### src/rtl/riscv_pkg.sv
// Shared definitions for the fetch front end: opcodes, reset PC, counter states.
package riscv_pkg;

    localparam logic [6:0]  OP_BRANCH    = 7'b1100011;
    localparam logic [6:0]  OP_JAL       = 7'b1101111;
    localparam logic [6:0]  OP_JALR      = 7'b1100111;

    localparam logic [31:0] RESET_PC_DEF = 32'h0000_0000;

    // 2-bit saturating counter states; bit 1 is the taken/not-taken decision.
    typedef enum logic [1:0] {
        SNT = 2'b00,
        WNT = 2'b01,
        WT  = 2'b10,
        ST  = 2'b11
    } ctr_e;

endpackage

### src/rtl/branch_predictor_sat_counter2.sv
// Combinational next state of a 2-bit saturating branch counter.
module sat_counter2
    import riscv_pkg::*;
(
    input  logic [1:0] ctr,
    input  logic       taken,
    output logic [1:0] ctr_next
);

    // Step toward taken or not-taken, sticking at either end.
    always_comb begin
        ctr_next = ctr;
        if (taken) begin
            if (ctr != ST) ctr_next = ctr + 2'd1;
        end else begin
            if (ctr != SNT) ctr_next = ctr - 2'd1;
        end
    end

endmodule

### src/rtl/branch_predictor.sv
// Fetch PC register plus a direct-mapped BTB with 2-bit counters and jump bits.
module branch_predictor
    import riscv_pkg::*;
#(
    parameter logic [31:0] RESET_PC = RESET_PC_DEF,
    parameter int          IDX_W    = 6,
    parameter logic [1:0]  CTR_INIT = WNT
) (
    input  logic        clk,
    input  logic        rst_n,
    input  logic        stall,
    input  logic        flush,
    input  logic [31:0] correctpc,
    input  logic        update_en,
    input  logic [31:0] update_pc,
    input  logic        update_taken,
    input  logic        update_is_jump,
    output logic [31:0] fetch_pc,
    output logic [31:0] pred_nextpc,
    output logic        pred_taken
);

    localparam int DEPTH = 1 << IDX_W;
    localparam int TAG_W = 30 - IDX_W;

    logic             valid_q  [DEPTH];
    logic [1:0]       ctr_q    [DEPTH];
    logic             jump_q   [DEPTH];
    logic [TAG_W-1:0] tag_q    [DEPTH];
    logic [31:0]      target_q [DEPTH];

    logic [IDX_W-1:0] f_idx;
    logic [TAG_W-1:0] f_tag;
    logic             f_hit;

    logic [IDX_W-1:0] u_idx;
    logic [TAG_W-1:0] u_tag;
    logic             u_hit;
    logic             u_alloc;
    logic             tbl_we;
    logic [1:0]       ctr_sat;
    logic [1:0]       ctr_wr;

    assign f_idx = fetch_pc[IDX_W+1:2];
    assign f_tag = fetch_pc[31:IDX_W+2];
    assign u_idx = update_pc[IDX_W+1:2];
    assign u_tag = update_pc[31:IDX_W+2];

    // Zero-latency lookup on the current fetch PC; sees pre-update table contents.
    always_comb begin
        f_hit       = valid_q[f_idx] && (tag_q[f_idx] == f_tag);
        pred_taken  = f_hit && (ctr_q[f_idx][1] || jump_q[f_idx]);
        pred_nextpc = pred_taken ? target_q[f_idx] : fetch_pc + 32'd4;
    end

    sat_counter2 u_sat (
        .ctr      (ctr_q[u_idx]),
        .taken    (update_taken),
        .ctr_next (ctr_sat)
    );

    // Decide whether the resolved instruction trains an entry and with what counter.
    always_comb begin
        u_hit   = valid_q[u_idx] && (tag_q[u_idx] == u_tag);
        u_alloc = update_en && !u_hit && update_taken;
        tbl_we  = (update_en && u_hit) || u_alloc;
        if (update_is_jump) ctr_wr = ST;
        else if (u_hit)     ctr_wr = ctr_sat;
        else                ctr_wr = WT;
    end

    // Control state of the tables: cleared by reset, written on training.
    always_ff @(posedge clk or negedge rst_n) begin
        if (!rst_n) begin
            for (int i = 0; i < DEPTH; i++) begin
                valid_q[i] <= 1'b0;
                ctr_q[i]   <= CTR_INIT;
                jump_q[i]  <= 1'b0;
            end
        end else if (tbl_we) begin
            valid_q[u_idx] <= 1'b1;
            ctr_q[u_idx]   <= ctr_wr;
            jump_q[u_idx]  <= update_is_jump;
        end
    end

    // Tag and target storage; gated by valid so it needs no reset.
    always_ff @(posedge clk) begin
        if (u_alloc)
            tag_q[u_idx] <= u_tag;
        if (tbl_we && update_taken)
            target_q[u_idx] <= correctpc;
    end

    // Fetch PC: redirect beats stall, otherwise follow the prediction.
    always_ff @(posedge clk or negedge rst_n) begin
        if (!rst_n)      fetch_pc <= RESET_PC;
        else if (flush)  fetch_pc <= correctpc;
        else if (!stall) fetch_pc <= pred_nextpc;
    end

endmodule

### config.mk
export PLATFORM = sky130hd
export DESIGN_NAME = branch_predictor
export DESIGN_NICKNAME = d
export VERILOG_FILES = /design/src/rtl/riscv_pkg.sv /design/src/rtl/branch_predictor_sat_counter2.sv /design/src/rtl/branch_predictor.sv
export SDC_FILE = /design/constraint.sdc
export NUM_CORES = 2
export LEC_CHECK = 0
export CORE_AREA = 4 4 582 728
export DETAILED_ROUTE_END_ITERATION = 7
export DIE_AREA = 0 0 586 732
export GPL_ROUTABILITY_DRIVEN = 0
export SYNTH_ARGS = -nofsm -noshare
export SYNTH_HDL_FRONTEND = slang
export SYNTH_HIERARCHICAL = 1
export SYNTH_SLANG_ARGS = --single-unit
### constraint.sdc
create_clock -name clk -period 6 [get_ports clk]
set_input_delay 0.6 -clock clk [delete_from_list [all_inputs] [get_ports clk]]
set_output_delay 0.6 -clock clk [all_outputs]
set_load 0.05 [all_outputs]
==> flow_summary.yaml <==
yosys:
  yosysSeqAreaShare_pct: 69.1
  synth-seq-cells: 3872
  yosys.area_share.simple_pct: 3.81
  synth_edf_count: 3584
  synth-main-ff-cell: "edfxtp_1"
  synth_fp_nets: 8855
  ys_types: 92
  ys_async_sr_fraction_pct: 7.44
  syn_area_um2: 166000
  synthCells: 8783
  synth_compound_area_share_pct: 4.72
  synth_top_family_by_area: "multiplexers"
  synth_xor_xnor_area_share_pct: 0.295
  synth_mux_area_share_pct: 20.1
  syn_avg_cell_area_um2: 18.9
  synth-adder-area-share_pct: 0.0211
  ys_warn_count: 6
cts:
  cts_tree: "done"
  htreeDepth: 5
  ctsLongestPathBuffers: 4
  cts_root_buf: "clkbuf_16"
  path_clk_slew_ps: 60
  clk_latency_ps: 1010
  cts_num_sinks: 3872
  numCtsBuffers: 387
timing:
  fin_crit_ps: 6140
  skew_ps: 105
  worst_pin_slew_ps: 1470
  period_share_pct: 102
  fmax_mhz: 163
  hold_viol_final: 0
  rsz0062_at_grt: "yes"
  setup_viol: 29
  slew_headroom_pct: 1.98
  setup_ws_ps: -144
  slew_violations: 0
pwr:
  p_sw_w: 0.0171
  p_per_area_nw_per_um2: 329
  pwr-share-seq_pct: 46.4
  vdd_drop_max_mv: 0.264
  power_leakage_nw: 65.3
  switching_share_pct: 26.4
  clock_power_share_pct: 37.6
  power_report.internal_total_w: 0.0477
  comb_power_share_pct: 15.9
finish:
  mostFrequentLayoutCells: "edfxtp_1 (3584), mux4_2 (1157), buf_4 (732)"
  final_common_cell: "edfxtp_1"
  syn_to_final_growth_pct: 18.5
  nFillCells: 34400
  drive_gt1_share_pct: 35.4
  nets: 9750
  fin_cells: 15500
  postLayoutCellArea_um2: 197000
  utilization_pct: 47.3
critical_path:
  worstPathRequired_ps: 5400
  crit_fanout: 46
  crit_path_start_kind: "flop"
  arrival_ps: 5540
  crit_path_end_kind: "output pin"
  worstSetupPathType: "reg -> out"
grt:
  grt_pass1_vias: 99200
  grt_max_degree: 167
  grt_pass1_wl_um: 819000
  grt-ovfl-total: 0
  grt_usage_pct: 27.3
  grt_antenna_before_repair: 41
detailed_routing:
  dr_total_vias: 100000
  viasPerCell: 6.49
  wire_per_inst_um: 38.9
  drt_first_pass_iters: 8
  first_iter_violations: 15200
  postRouteAntennaNets: 0
  drt_drc_violations_left: 10
  drt_wl_total_um: 602000
status:
  outcome: "finished with violations"
  violations: "design-rule violations, negative setup slack"
hold_path:
  hp-class: "in -> reg"
floorplanning:
  io_pins: 136
  dieArea_um2: 429000
  rows: 265
  initial_utilization_pct: 39.9
  die_width_um: 586
  die_h_um: 732
  core_um2: 416000
placed_design:
  placement.io_buffers: 133
  dpl_cell_area_um2: 182000
  pre_cts_slack_ps: -10.1
  dp_hpwl_um: 385000
  dp_cells: 14700
run:
  drv_cap: 0
==> synthesized netlist by cell type, drive strengths merged, types with 23 or more instances <==
library cell  instances  area, um2
a211o                23        201
a211oi               29        218
a21oi               165        826
a221oi               89        780
a22o                 31        272
a22oi               181       1360
a31o                 23        201
a31oi                58        363
a41oi                26        228
and2                 30        188
and3                 32        200
and4                 26        228
buf                 398       2280
clkbuf              248        931
dfrtp               224       5610
dfstp                64       1680
edfxtp             3584     108000
inv                  24       90.1
mux2                280       3150
mux2i               418       4180
mux4               1157      26100
nand2               290       1090
nand2b               86        538
nand3               108        721
nand4                43        269
nor2                377       1420
nor2b                24        150
nor3                 69        350
nor3b                24        195
o211ai               49        368
o21ai               106        531
o221ai               55        482
o22ai                81        507
or3                  29        181
xnor2                34        298
==> final cells by class <==
| type | instances | area, um2 | share of cell area [%] |
|---|---|---|---|
| antenna | 19 | 47.5 | 0.0241 |
| clock buffer | 477 | 10200 | 5.19 |
| clock inverter | 236 | 2350 | 1.19 |
| inverter | 27 | 130 | 0.0660 |
| multi-input combinational | 4238 | 50100 | 25.4 |
| sequential | 3872 | 115000 | 58.3 |
| tap | 5473 | 6850 | 3.47 |
| timing repair buffer | 1152 | 12500 | 6.34 |
==> flip-flops by register name (all words and copies together), names as in the netlist <==
register	count
target_q	2048
fetch_pc	32
ctr_q	128
valid_q	64
tag_q	1536
jump_q	64
==> power by group through the flow <==
stage	clock, W	combinational [W]	sequential, W
final	0.0244	0.0103	0.0301
after global routing	0.0258	0.0106	0.0301
after CTS	0.0246	0.00988	0.0301
after detailed placement	0	0.00941	0.0307
after global placement	0	0.00934	0.0307
after floorplan	0	0.00512	0.0306
==> kinds of logic after synthesis <==
group,Yosys count
buf+inv,673
mux,1855
compound gates,1087
flops,3872
simple gates,1237
xor+xnor,56
fa+ha+maj,3
==> critical path: stages (launching register included) <==
cell	delay, ps
dfrtp_4	640
buf_4	190
buf_8	370
mux4_2	380
mux2i_1	290
o22ai_1	270
nor2_1	250
xnor2_1	130
o21ai_0	410
nor4bb_4	290
buf_4	200
and2_2	210
buf_4	220
nand4_1	190
and2_4	240
buf_4	190
==> per-layer routing <==
metal  up-vias  track usage, %  part of all wire [%]
met5         -               0                 0.035
met4        32            16.8                   7.6
met3      1783            7.76                    12
met2      6957            41.7                    46
met1     53000            34.4                    35
li1      38700               -                     -
==> worst paths after layout <==
path | start | to | slack [ps] | cells after the start
max | fetch_pc[4] | pred_nextpc[13] | -140 | 15
min | update_pc[22] | tag_q[48][14] | 120 | 1
max in group asynchronous | rst_n | fetch_pc[5] | 4270 | 3
max reg2reg | fetch_pc[4] | fetch_pc[2] | 700 | 14
min in group asynchronous | rst_n | ctr_q[85] | 190 | 2
min reg2reg | valid_q[7] | valid_q[7] | 480 | 2
==> through the flow <==
step / hold slack, ps / power, W / setup TNS [ps]
6_report: 122 / 0.0649 / -1680
5_1_grt: 104 / 0.0665 / -715
3_5_place_dp: 459 / 0.0401 / -20.2
2_1_floorplan: 304 / 0.0357 / 0
4_1_cts: 73.5 / 0.0646 / -9.09
3_3_place_gp: 458 / 0.0400 / 0
==> repair_timing <==
| action | in CTS | in global routing |
|---|---|---|
| resized for setup | 104 | 170 |
| hold endpoints to repair | 96 | 0 |
| endpoints found under the setup margin | 33 | 33 |
| hold buffers | 5 | 0 |
| pin swaps | 12 | 25 |
| cloned | 13 | 10 |
| setup buffers | 54 | 29 |
No activity file was read; power rests on OpenSTA's default activity.
